<file path="src/rtl/multicycle_control.sv">
// rtl/multicycle_control.sv - Moore control FSM for the multi-cycle MIPS datapath
// Control strobes are registered with the state; rst gates them to zero.
module multicycle_control #(
  parameter int CNT_W = 32
) (
  input  logic             clk,
  input  logic             rst,
  input  logic [5:0]       opcode,
  output logic             PCWrite,
  output logic             PCWriteCond,
  output logic             IorD,
  output logic             MemRead,
  output logic             MemWrite,
  output logic             MemtoReg,
  output logic             IRWrite,
  output logic [1:0]       PCSource,
  output logic [1:0]       ALUOp,
  output logic             ALUSrcA,
  output logic [1:0]       ALUSrcB,
  output logic             RegWrite,
  output logic             RegDst,
  output logic [3:0]       state,
  output logic             illegalOp,
  output logic [CNT_W-1:0] instrCount
);

  localparam logic [5:0] OP_RTYPE = 6'b000000;
  localparam logic [5:0] OP_LW    = 6'b100011;
  localparam logic [5:0] OP_SW    = 6'b101011;
  localparam logic [5:0] OP_BEQ   = 6'b000100;
  localparam logic [5:0] OP_J     = 6'b000010;
  localparam logic [5:0] OP_ADDI  = 6'b001000;

  typedef enum logic [3:0] {
    FETCH  = 4'd0,
    DECODE = 4'd1,
    MEMADR = 4'd2,
    MEMRD  = 4'd3,
    MEMWB  = 4'd4,
    MEMWR  = 4'd5,
    EXEC   = 4'd6,
    RDONE  = 4'd7,
    BRANCH = 4'd8,
    JUMP   = 4'd9,
    ADDIEX = 4'd10,
    ADDIWB = 4'd11
  } state_t;

  typedef struct packed {
    logic       pc_write;
    logic       pc_write_cond;
    logic       iord;
    logic       mem_read;
    logic       mem_write;
    logic       mem_to_reg;
    logic       ir_write;
    logic [1:0] pc_source;
    logic [1:0] alu_op;
    logic       alu_src_a;
    logic [1:0] alu_src_b;
    logic       reg_write;
    logic       reg_dst;
  } ctrl_t;

  state_t state_q;
  state_t state_nxt;
  ctrl_t  ctrl_q;
  logic   op_legal;
  logic   retire;

  function automatic ctrl_t ctrl_of(state_t s);
    ctrl_t c;
    c = '0;
    case (s)
      FETCH: begin
        c.mem_read  = 1'b1;
        c.ir_write  = 1'b1;
        c.alu_src_b = 2'b01;
        c.pc_write  = 1'b1;
      end
      DECODE: c.alu_src_b = 2'b11;
      MEMADR: begin
        c.alu_src_a = 1'b1;
        c.alu_src_b = 2'b10;
      end
      MEMRD: begin
        c.mem_read = 1'b1;
        c.iord     = 1'b1;
      end
      MEMWB: begin
        c.reg_write  = 1'b1;
        c.mem_to_reg = 1'b1;
      end
      MEMWR: begin
        c.mem_write = 1'b1;
        c.iord      = 1'b1;
      end
      EXEC: begin
        c.alu_src_a = 1'b1;
        c.alu_op    = 2'b10;
      end
      RDONE: begin
        c.reg_write = 1'b1;
        c.reg_dst   = 1'b1;
      end
      BRANCH: begin
        c.alu_src_a     = 1'b1;
        c.alu_op        = 2'b01;
        c.pc_write_cond = 1'b1;
        c.pc_source     = 2'b01;
      end
      JUMP: begin
        c.pc_write  = 1'b1;
        c.pc_source = 2'b10;
      end
      ADDIEX: begin
        c.alu_src_a = 1'b1;
        c.alu_src_b = 2'b10;
      end
      ADDIWB: c.reg_write = 1'b1;
      default: c = '0;
    endcase
    return c;
  endfunction

  assign op_legal = (opcode == OP_RTYPE) || (opcode == OP_LW) || (opcode == OP_SW) ||
                    (opcode == OP_BEQ) || (opcode == OP_J) || (opcode == OP_ADDI);

  assign retire = (state_q == MEMWB) || (state_q == MEMWR) || (state_q == RDONE) ||
                  (state_q == BRANCH) || (state_q == JUMP) || (state_q == ADDIWB);

  always_comb begin
    state_nxt = FETCH;
    case (state_q)
      FETCH: state_nxt = DECODE;
      DECODE: begin
        case (opcode)
          OP_LW, OP_SW: state_nxt = MEMADR;
          OP_RTYPE:     state_nxt = EXEC;
          OP_BEQ:       state_nxt = BRANCH;
          OP_J:         state_nxt = JUMP;
          OP_ADDI:      state_nxt = ADDIEX;
          default:      state_nxt = FETCH;
        endcase
      end
      // IR is not reloaded after FETCH, so opcode is still the same instruction here.
      MEMADR: state_nxt = (opcode == OP_LW) ? MEMRD : MEMWR;
      MEMRD:  state_nxt = MEMWB;
      EXEC:   state_nxt = RDONE;
      ADDIEX: state_nxt = ADDIWB;
      default: state_nxt = FETCH;
    endcase
  end

  always_ff @(posedge clk) begin
    if (rst) begin
      state_q    <= FETCH;
      ctrl_q     <= ctrl_of(FETCH);
      instrCount <= '0;
    end else begin
      state_q <= state_nxt;
      ctrl_q  <= ctrl_of(state_nxt);
      if (retire) begin
        instrCount <= instrCount + {{(CNT_W-1){1'b0}}, 1'b1};
      end
    end
  end

  // Reset masks every strobe immediately, including mid-instruction aborts.
  assign {PCWrite, PCWriteCond, IorD, MemRead, MemWrite, MemtoReg, IRWrite,
          PCSource, ALUOp, ALUSrcA, ALUSrcB, RegWrite, RegDst} = rst ? '0 : ctrl_q;

  assign state     = rst ? 4'd0 : state_q;
  assign illegalOp = !rst && (state_q == DECODE) && !op_legal;

endmodule

</file>
<file path="config.mk">
export PLATFORM = sky130hd
export DESIGN_NAME = multicycle_control
export DESIGN_NICKNAME = d
export VERILOG_FILES = /design/src/rtl/multicycle_control.sv
export SDC_FILE = /design/constraint.sdc
export NUM_CORES = 1
export LEC_CHECK = 0
export ABC_CLOCK_PERIOD_IN_PS = 2080
export BUFFER_PORTS_ARGS = -buffer_cell sky130_fd_sc_hd__buf_2
export CAP_MARGIN = 10
export CORE_AREA = 2 2 71 73
export DETAILED_ROUTE_END_ITERATION = 12
export DIE_AREA = 0 0 73 75
export GPL_TIMING_DRIVEN = 0
export PLACE_DENSITY = 0.8
export SETUP_SLACK_MARGIN = 0.02
export SLEW_MARGIN = 15
export SYNTH_ARGS = -nofsm -noshare
export SYNTH_HDL_FRONTEND = slang
export SYNTH_SLANG_ARGS = --single-unit
</file>
<file path="constraint.sdc">
create_clock -name clk -period 2.08 [get_ports clk]
set_input_delay 0.208 -clock clk [delete_from_list [all_inputs] [get_ports clk]]
set_output_delay 0.208 -clock clk [all_outputs]
set_load 0.05 [all_outputs]
</file>
---- Word level (Yosys, flattened, before mapping) ----
Index checks and enable logic that the tools add are counted.
storage, ports and cells
  register bits after elaboration ......... 52
  bits of input ports ..................... 8
  output and inout port bits .............. 53
  word-level logic and storage cells ...... 85
cells by class
  $add $sub $neg .......................... 1
  equality and inequality tests ........... 27
  muxes and demuxes ....................... 18
  reduce and logical (&&, ||, !) cells .... 24
operators with widths
  operator                 number
  $add A32 B1 Y32 const B  1
  $eq A4 B3 Y1 const B     8
  $eq A4 B4 Y1 const B     8
  $pmux W4 S6              1
  $pmux W4 S5              1
  $eq A4 B2 Y1 const B     4
  $mux W16                 1
  $eq A6 B6 Y1 const B     2
  $logic_or A1 B1 Y1       10
  $mux W1                  10
  $reduce_or A2 Y1         5
  $eq A4 B1 Y1 const B     2
  $logic_not A4 Y1         2
  $pmux W2 S2              2
  $eq A6 B2 Y1 const B     1
  $eq A6 B3 Y1 const B     1
  $eq A6 B4 Y1 const B     1
  $logic_not A6 Y1         1
  $pmux W2 S3              1
  $mux W4                  1
  $reduce_or A4 Y1         1
  $mux W3                  1
  $reduce_or A3 Y1         1
  $logic_and A1 B1 Y1      2
  $logic_not A1 Y1         2

---- Logic depth before layout (Yosys ltp) ----
Gate-level depths: netlist (run 1).
  word-level depth ........................ 8
  mapped depth ............................ 7

---- Worst setup path before layout (run 1) ----
OpenSTA, ideal clock, no wires.
  path type ............................... flip-flop to flip-flop
  from .................................... register instrCount[3]
  to ...................................... register instrCount[28]
  library setup time ...................... 128 ps
  arrival time ............................ 2,068 ps
  required time ........................... 1,952 ps
  path slack .............................. -116 ps
  cell stages (with the launch flop) ...... 6
  clock period less this slack ............ 2,196 ps
  path through ............................ dfxtp_1 -> nand3_1 -> or4_1 -> nor4_1 -> xnor2_1 -> nor2_1
between the ends
  word-level cells in the longest chain between the ends .. 1
RTL lines
  item                      line  source
  start: declaration        24    output logic [CNT_W-1:0] instrCount
  start signal: assignment  164   instrCount <= instrCount + {{(CNT_W-1){1'b0}}, 1'b1};
  $add A32 B1 Y32           164
Every way passes these cells.
A chain may end at the register's enable or synchronous reset.

---- Worst setup path in the final report (run 1) ----
  from .................................... register instrCount[5]
  to ...................................... register instrCount[28]
Same word-level chain as after synthesis.

==> results.txt, run 1 <==
Result of the run: finished clean
Drt pass-1 iters: 4
Via count: 2,238
#FFs+latches synth: 50
Chip height: 75 um
Final Max Slew Viols: 0
Final Util: 63.2%
Hold-fix buffers, CTS: 0
Crit path required time: 2.28 ns
GR peak layer: met2
Global-route met2 utilization: 35.3%
Largest net degree at the start of global routing: 17
Routed Antenna Nets: 0
Detailed-route wire length: 5.76 mm
Post-synthesis async set-or-reset flop share: 0%
Vias in the first global route: 1,960
P&R area growth vs syn: 24.9%
CP max FO: 6
Min Tclk post-route: 2.01 ns
CP endpoint kind: flop
VDD IR-drop max: 0.422 mV
Final Wtd Congestion: 0.854
Largest stage delay, worst path: 0.68 ns
Syn nets: 293
Syn. warnings: 0
Top cell type by total area after synthesis: dfxtp_1
Core box area: 4660 um^2
Initial Utilization: 50.6%
First-pass GRT wire length: 8.94 mm
Number of diodes: 0
Post-DP HPWL: 3.98 mm
Final Skew: 0.00484 ns
H-tree depth: 2
Top FF cell, synth: dfxtp_1
Initial DRC Count: 191
Initial antenna violation count: 0
Routed wire per std cell: 14.1 um
Fillers: 386
Worst skew pair latency: 0.32 ns
Total die area: 5480 um^2
Met1 Use GR: 26.5%
Seq/Total Area, Yosys: 42.4%
Leak: 1.23 nW
Synth Area in XOR/XNOR: 9.28%
TritonCTS clock tree: done
Met3 Track Usage GR: 4.82%
Synthesized area: 2360 um^2
Clk buf depth: 2
WS Path Type: reg -> reg
Final hold viol count: 0
Clock Pin Slew Worst Setup and Hold Paths: 0.10 ns
Number of synthesized flops with an enable pin: 0
Synth Area in Simple Gates: 33.5%
Post-synthesis compound-gate area fraction: 10.8%
RSZ-0062 raised after global routing: yes
Top cells by area, synth: dfxtp_1 (42%), nor2_1 (5.9%), nor2b_1 (5.3%)
Post-route setup slack: 0.0737 ns
Worst path slowest cell: or4_4
Worst min-delay path category: in -> reg
Root Buffer: clkbuf_8
Final setup viols: 0
Fmax: 498 MHz
Residual DRC: 0
Via density: 5.50
Fin Setup TNS: 0 ns
CP startpoint kind: flop
Max-Cap Viols: 0
Die X: 73 um
Critical path, cell by cell: nand3_1 > or4_4 > nor4_1 > xnor2_1 > nor2_1
Tcrit/Tclk final: 96.5%
Max_slew headroom: 52.2%
Layout cells sized above 1: 29.2%
Port Buf Inserts: 59
Post-synthesis mux area share: 0%
I/O pin count: 61
Mean Syn Cell Area: 8.30 um^2
PwrDens: 614 nW/um^2
NumNets Final: 361
Syn Inst Count: 284
Yosys cell types: 44
Total GRT Usage: 20.6%
Crit path arrival time: 2.20 ns
Worst Tran Pin Value: 0.710 ns
Largest family of logic cells by synthesized area: simple AND/OR/NAND/NOR gates
CTS Buf Count: 5
GR Overflow Total: 0
Clock sink count: 50
Dpl ws: 0.0263 ns
Rows: 25
Post-Synth Adder-Cell Area: 0.531%
Share of the synthesized area in the top cell type: 42.4%
## logic make-up after synthesis
family	count (synthesis)
AO/OA/AOI/OAI	42
XOR/XNOR	25
adder cells (fa/ha/maj)	1
buffers and inverters	19
flip-flops	50
AND/OR/NAND/NOR	147
## report_power, final
part | switching [mW] | internal (mW) | leakage, nW
Sequential | 0.00562 | 0.965 | 0.412
Combinational | 0.0944 | 0.0384 | 0.765
Clock | 0.348 | 0.358 | 0.0504
## layout make-up
type / instances / area, um^2 / share of cell area [%]
Inverter: 4 / 15.0 / 0.510
Buffer: 15 / 68.8 / 2.34
Clock buffer: 5 / 68.8 / 2.34
Multi-Input combinational cell: 215 / 1350 / 45.7
Tap cell: 54 / 67.6 / 2.29
Sequential cell: 50 / 1020 / 34.6
Clock inverter: 3 / 45.0 / 1.53
Timing Repair Buffer: 61 / 313 / 10.6
## path summary, 6_finish.rpt
check                                                start                     endpoint  slack [ns]  cells after the start
worst min register to register  instrCount[8]$_SDFFE_PP0P_   instrCount[8]$_SDFFE_PP0P_        0.51                      2
worst min-delay path                                   rst        state_q[0]$_SDFF_PP0_        0.31                      2
worst max register to register  instrCount[5]$_SDFFE_PP0P_  instrCount[28]$_SDFFE_PP0P_        0.07                      5
worst max-delay path            instrCount[5]$_SDFFE_PP0P_  instrCount[28]$_SDFFE_PP0P_        0.07                      5
## cell usage after synthesis, drive strengths merged, types with 2 or more instances
cell type	count
dfxtp	50
nor2	37
nor2b	20
nand2	19
xor2	14
a21oi	13
o21ai	13
clkbuf	12
nand4	11
xnor2	11
nand3	10
nor4	10
or3	10
nor3	9
and3	5
inv	4
and4	3
buf	3
nand2b	3
or2	3
a21o	2
a22oi	2
and2	2
o211ai	2
o31ai	2
or4	2
## critical path, delay by kind of cell (launching register included)
kind	cells	cell delay (ns)
flip-flops	1	0.38
AND/OR/NAND/NOR	4	1.34
XOR/XNOR	1	0.16
## layout by cell type, fill, tap and decap left out, drive strengths merged, types with 3 or more instances in the layout
cell / Yosys / layout
buf: 3 / 66
dfxtp: 50 / 50
nor2: 37 / 37
nor2b: 20 / 20
nand2: 19 / 19
clkbuf: 12 / 15
xor2: 14 / 14
a21oi: 13 / 13
o21ai: 13 / 13
xnor2: 11 / 11
nand4: 11 / 11
or3: 10 / 10
nand3: 10 / 10
nor4: 10 / 10
nor3: 9 / 9
and3: 5 / 5
inv: 4 / 4
or2: 3 / 3
nand2b: 3 / 3
and4: 3 / 3
## flip-flops by register name (all words and copies together), names as in the netlist
signal	cells
instrCount	32
state_q	4
ctrl_q	14
## repair_timing
item	CTS	global route
pin swaps	0	1
endpoints found under the setup margin	2	18
buffers inserted	0	2
resized for setup	2	20
## routing by layer
metal / vias to the layer above / routed length [um] / share of wire, %
met5: - / 0 / 0
met4: 0 / 93 / 1.6
met3: 11 / 229 / 4.0
met2: 53 / 2810 / 49
met1: 1047 / 2630 / 46
li1: 1127 / - / -
## stage by stage
stage	area (um^2)	cells	power, mW	hold WS (ns)
final	2950	407	1.81	0.310
after global routing	2950	407	1.85	0.355
after CTS	2860	405	1.80	0.295
after detailed placement	2740	397	1.12	0.489
after global placement	2740	397	1.12	0.477
after floorplan	2370	284	1.09	0.512
Power figures use the tool's default switching activity.
==> run 2, diff against run 1 <==
--- a/config.mk
+++ b/config.mk
@@ -12,7 +12,7 @@
 export DETAILED_ROUTE_END_ITERATION = 12
 export DIE_AREA = 0 0 73 75
 export GPL_TIMING_DRIVEN = 0
-export PLACE_DENSITY = 0.8
+export PLACE_DENSITY = 0.79
 export SETUP_SLACK_MARGIN = 0.02
 export SLEW_MARGIN = 15
 export SYNTH_ARGS = -nofsm -noshare
==> constraint.sdc (replaced) <==
create_clock -name clk -period 2.08 [get_ports clk]
set_input_delay 0.104 -clock clk [delete_from_list [all_inputs] [get_ports clk]]
set_output_delay 0.104 -clock clk [all_outputs]
set_load 0.05 [all_outputs]
==> run 2 against run 1 <==
  * Clock skew up 0.0015 ns
  * Cell count down 0.49%
  * Global-route usage down 0.12 points
  * Critical path type unchanged
  * Highest routed layer unchanged
  * Largest cell class unchanged
  * Non-clock buffer count down 2
  * Maximum frequency up 3.2%
  * Largest power group unchanged
==> results.txt, run 2 (same netlist as run 1, synthesis figures left out) <==
P&R area growth vs syn: 25.6%
Crit path required time: 2.32 ns
NumNets Final: 359
Clk buf depth: 2
Port Buf Inserts: 59
PwrDens: 652 nW/um^2
Post-DP HPWL: 3.88 mm
Crit path arrival time: 2.18 ns
R2R Setup Slk: 0.14 ns
Tcrit/Tclk final: 93.5%
Worst path slowest cell: or4_1
I/O pin count: 61
Routed wire per std cell: 13.3 um
CP startpoint kind: flop
Fin Setup TNS: 0 ns
Fmax: 514 MHz
Routed Antenna Nets: 0
Result of the run: finished clean
Largest stage delay, worst path: 0.50 ns
Top cell by count, worst path: buf_2
Finished Layout Cells: 405
Residual DRC: 0
P_sw: 0.416 mW
Final Skew: 0.00629 ns
Reg2reg end: instrCount[8]$_SDFFE_PP0P_
Initial Utilization: 50.6%
VDD IR-drop max: 0.335 mV
Total die area: 5480 um^2
Drt pass-1 iters: 4
Final Max Slew Viols: 0
Largest regs: instrCount x32, ctrl_q x14, state_q x4
Fraction of power consumed by the clock network: 42.9%
Total GRT Usage: 20.5%
Via density: 5.52
Max_slew headroom: 48.2%
Number of diodes: 0
RSZ-0062 raised after global routing: no
Net Sw Frac: 21.5%
TritonCTS clock tree: done
Worst reg-to-reg path cell count: 6
Largest net degree at the start of global routing: 16
Final hold viol count: 0
Int Pwr: 1.52 mW
WHS Path Cells: 2
Initial DRC Count: 130
Worst skew pair latency: 0.31 ns
Commonest non-fill, non-tap cell in the layout: buf_2
Layout cells sized above 1: 28.8%
Flop pwr share: 50.3%
Comb power frac: 6.8%
Max reg flops: 32
Hold Crit Endpoint: state_q[0]$_SDFF_PP0_
WS Path Type: reg -> reg
Biggest register: instrCount
CTS Buf Count: 5
Final setup viols: 0
GR Overflow Total: 0
Max-Cap Viols: 0
Die X: 73 um
Initial antenna violation count: 0
Critical path, cell by cell: nor2b_1 > buf_2 > or3_1 > buf_2 > or4_1 > a21oi_1
Worst min-delay path category: in -> reg
Clock sink count: 50
Vias in the first global route: 1,962
Clock Pin Slew Worst Setup and Hold Paths: 0.09 ns
CP max FO: 9
Root Buffer: clkbuf_8
Leak: 1.24 nW
Post-CTS Setup Inserts: 0
Worst Tran Pin Value: 0.770 ns
Via count: 2,234
Chip height: 75 um
Min Tclk post-route: 1.94 ns
Reg-to-reg startpoint: state_q[1]$_SDFF_PP0_
Placed Instances: 397
First-pass GRT wire length: 8.84 mm
Detailed-route wire length: 5.38 mm
Most frequent cells in the layout: buf_2 (60), nor2_1 (37), dfxtp_1 (37)
H-tree depth: 2
CP endpoint kind: flop
Rows: 25
HP Start: rst
Core box area: 4660 um^2
Hold-fix buffers, CTS: 0
Final Wtd Congestion: 0.862
## run 2: per-stage QoR
stage          instance area [um^2]  power [mW]  hold slack, ns  utilization [%]  setup slack, ns
4_1_cts                        2880        1.94           0.198             61.9           0.0258
3_3_place_gp                   2740        1.12           0.477             58.7           0.0937
5_1_grt                        2960        1.99           0.297             63.6          0.00911
2_1_floorplan                  2370        1.09           0.408                -           0.0202
3_5_place_dp                   2740        1.12           0.491             58.7          0.00218
6_report                       2960        1.93           0.222             63.6            0.136
## run 2: what timing repair did
item                                    4_1_cts  5_1_grt
resized for setup                             1       19
pin swaps                                     0        2
endpoints found under the setup margin        1       21
## run 2: final cells by class
cell class | count | area, um^2
Buffer | 15 | 68.8
Tap cell | 54 | 67.6
Multi-Input combinational cell | 215 | 1350
Timing Repair Buffer | 59 | 298
Clock buffer | 6 | 82.6
Clock inverter | 2 | 60.1
Fill cell | 385 | 1700
Inverter | 4 | 15.0
Sequential cell | 50 | 1020
## run 2: how the worst max path moves through the flow
stage / start / slack (ns) / endpoint
5_1_grt: state_q[2]$_SDFF_PP0_ / 0.009 / illegalOp
4_1_cts: instrCount[3]$_SDFFE_PP0P_ / 0.03 / instrCount[23]$_SDFFE_PP0P_
2_1_floorplan: instrCount[11]$_SDFFE_PP0P_ / 0.02 / instrCount[28]$_SDFFE_PP0P_
3_5_place_dp: state_q[1]$_SDFF_PP0_ / 0.002 / instrCount[15]$_SDFFE_PP0P_
6_report: state_q[1]$_SDFF_PP0_ / 0.14 / instrCount[8]$_SDFFE_PP0P_
3_3_place_gp: state_q[1]$_SDFF_PP0_ / 0.09 / instrCount[15]$_SDFFE_PP0P_
## run 2: power by group through the flow
stage	Sequential [mW]	Combinational (mW)	Clock, mW
3_3_place_gp	0.994	0.126	0
2_1_floorplan	0.994	0.0938	0
3_5_place_dp	0.994	0.129	0
4_1_cts	0.971	0.130	0.836
5_1_grt	0.974	0.143	0.878
6_report	0.972	0.131	0.830
## run 2: critical path, delay by kind of cell, from the launching register on
family / cells / cell delay, ns
buffers and inverters: 2 / 0.36
AO/OA/AOI/OAI: 1 / 0.14
flip-flops: 1 / 0.37
AND/OR/NAND/NOR: 3 / 1.01
## run 2: layer usage
layer	part of all wire [%]	vias to the layer above	track usage (%)
met5	0	-	0
met4	1.1	0	6.58
met3	5.4	5	4.28
met2	48	60	34.2
met1	45	1041	26.7
li1	-	1128	-
==> run 3, diff against run 2 <==
--- a/config.mk
+++ b/config.mk
@@ -11,9 +11,9 @@
 export CORE_AREA = 2 2 71 73
 export DETAILED_ROUTE_END_ITERATION = 12
 export DIE_AREA = 0 0 73 75
-export GPL_TIMING_DRIVEN = 0
-export PLACE_DENSITY = 0.79
+export PLACE_DENSITY = 0.87
 export SETUP_SLACK_MARGIN = 0.02
+export SKIP_LAST_GASP = 1
 export SLEW_MARGIN = 15
 export SYNTH_ARGS = -nofsm -noshare
 export SYNTH_HDL_FRONTEND = slang
==> run 3 against run 2 <==
  * Final area shrank 4.1%
  * Critical path depth is 1 lower
  * Core utilization shrank 2.6 points
  * Clock-buffer cell count decreased by 1
  * Maximum frequency up 0.31%
  * Cell count fell by 1.7%
  * Sequential share of layout area rose by 1.4 points
  * First-iteration DRC count up 16%
  * Worst setup slack gained 0.0059 ns
  * Clock skew barely moved
  * Die area stayed put
  * Non-clock buffer count shrank 7
  * Critical path type unchanged
  * Highest routed layer unchanged
==> results.txt, run 3 (same netlist as run 1, synthesis figures left out) <==
H-tree depth: 2
Final Max Slew Viols: 0
Chip height: 75 um
Max_slew headroom: 42.8%
Die X: 73 um
Drt pass-1 iters: 4
Via count: 2,220
Initial antenna violation count: 0
CP endpoint kind: flop
NumNets Final: 352
Worst path slowest cell: nor4_1
First-pass GRT wire length: 8.70 mm
VDD IR-drop max: 0.475 mV
Max reg flops: 32
TritonCTS clock tree: done
Final Wtd Congestion: 0.866
Hold Crit Endpoint: ctrl_q[4]$_SDFF_PP0_
Min Tclk post-route: 1.94 ns
Most frequent cells in the layout: buf_2 (60), dfxtp_1 (39), nor2_1 (37)
Met2 wire len: 2.47 mm
Worst hold slack: 0.194 ns
Critical path, cell by cell: nor2b_2 > nor4_1 > nand3_1 > xor2_1 > nor2_1
Total GRT Usage: 20.2%
Root Buffer: clkbuf_8
CTS Buf Count: 5
RSZ-0062 raised after global routing: yes
Largest regs: instrCount x32, ctrl_q x14, state_q x4
Clk buf depth: 2
HP Start: rst
Worst skew pair latency: 0.30 ns
Residual DRC: 0
Initial Utilization: 50.6%
Leak: 1.18 nW
I/O pin count: 61
Max-Cap Viols: 0
Clock sink count: 50
Met3 WL: 341 um
Port Buf Inserts: 60
Detailed-route wire length: 5.29 mm
Post-route cell area: 2840 um^2
Result of the run: finished clean
Layout cells sized above 1: 27.9%
Tot Pwr: 1.68 mW
Fmax: 516 MHz
Routed Antenna Nets: 0
R2R Setup Slk: 0.14 ns
Reg-to-reg startpoint: state_q[1]$_SDFF_PP0_
DP Area: 2730 um^2
Largest stage delay, worst path: 0.77 ns
Top routing layer used: met4
WS Path Type: reg -> reg
P&R area growth vs syn: 20.4%
Commonest non-fill, non-tap cell in the layout: buf_2
Worst min-delay path category: in -> reg
Initial DRC Count: 151
Final hold viol count: 0
Fin Setup TNS: 0 ns
CP max FO: 9
Routed wire per std cell: 13.3 um
Via density: 5.58
Worst Tran Pin Value: 0.851 ns
Worst reg-to-reg path cell count: 5
Crit path required time: 2.27 ns
Post-DP HPWL: 3.90 mm
Final Skew: 0.00585 ns
Number of diodes: 0
Core box area: 4660 um^2
Final Util: 60.9%
Crit path arrival time: 2.13 ns
Vias in the first global route: 1,957
Post-CTS Setup Inserts: 0
Largest net degree at the start of global routing: 29
Final setup viols: 0
Biggest register: instrCount
WHS Path Cells: 2
Clock Pin Slew Worst Setup and Hold Paths: 0.09 ns
GR Overflow Total: 0
CP startpoint kind: flop
Total die area: 5480 um^2
Rows: 25
Tcrit/Tclk final: 93.2%
Met1 wire length: 2.40 mm
PwrDens: 591 nW/um^2
Reg2reg end: instrCount[10]$_SDFFE_PP0P_
-- run 3: worst max path at each step --
| stage | from | endpoint | slack (ns) | depth (start not counted) |
|---|---|---|---|---|
| 3_5_place_dp | state_q[1]$_SDFF_PP0_ | instrCount[22]$_SDFFE_PP0P_ | 0.15 | 5 |
| 3_3_place_gp | state_q[1]$_SDFF_PP0_ | instrCount[14]$_SDFFE_PP0P_ | 0.23 | 5 |
| 6_report | state_q[1]$_SDFF_PP0_ | instrCount[10]$_SDFFE_PP0P_ | 0.14 | 5 |
| 2_1_floorplan | instrCount[11]$_SDFFE_PP0P_ | instrCount[28]$_SDFFE_PP0P_ | 0.02 | 5 |
| 5_1_grt | instrCount[3]$_SDFFE_PP0P_ | instrCount[27]$_SDFFE_PP0P_ | -0.01 | 5 |
| 4_1_cts | state_q[3]$_SDFF_PP0_ | illegalOp | 0.11 | 5 |
-- run 3: layer usage --
layer | global-route usage (%) | up-vias
li1 | - | 1106
met1 | 25.6 | 1032
met2 | 32.7 | 72
met3 | 6.43 | 10
met4 | 6.38 | 0
met5 | 0 | -
-- run 3: timing repair --
| action | in CTS | in global routing |
|---|---|---|
| endpoints found under the setup margin | 0 | 11 |
| gates resized for setup | 0 | 4 |
| hold buffers | 0 | 0 |
-- run 3: cell type report --
cell class | count | area, um^2
fill | 403 | 1820
timing repair buffer | 67 | 353
clock inverter | 3 | 25.0
multi-input combinational | 215 | 1300
clock buffer | 5 | 68.8
tap | 54 | 67.6
inverter | 4 | 15.0
sequential | 50 | 1010
-- run 3: per-stage QoR --
step	worst slack, ns	instances
floorplan	0.0202	284
finish	0.141	398
global route	-0.0117	398
global placement	0.235	390
detailed placement	0.148	390
CTS	0.106	398
-- run 3: report_power, final --
| part | leakage, nW | internal, mW | switching [mW] |
|---|---|---|---|
| combinational | 0.727 | 0.0382 | 0.0931 |
| clock | 0.0447 | 0.243 | 0.334 |
| sequential | 0.410 | 0.966 | 0.00550 |
| total | 1.18 | 1.25 | 0.432 |
-- run 3: critical path: cells and delay by family, from the launching register on --
kind	cells	cell delay (ns)
xor+xnor	1	0.18
flops	1	0.39
simple gates	4	1.25
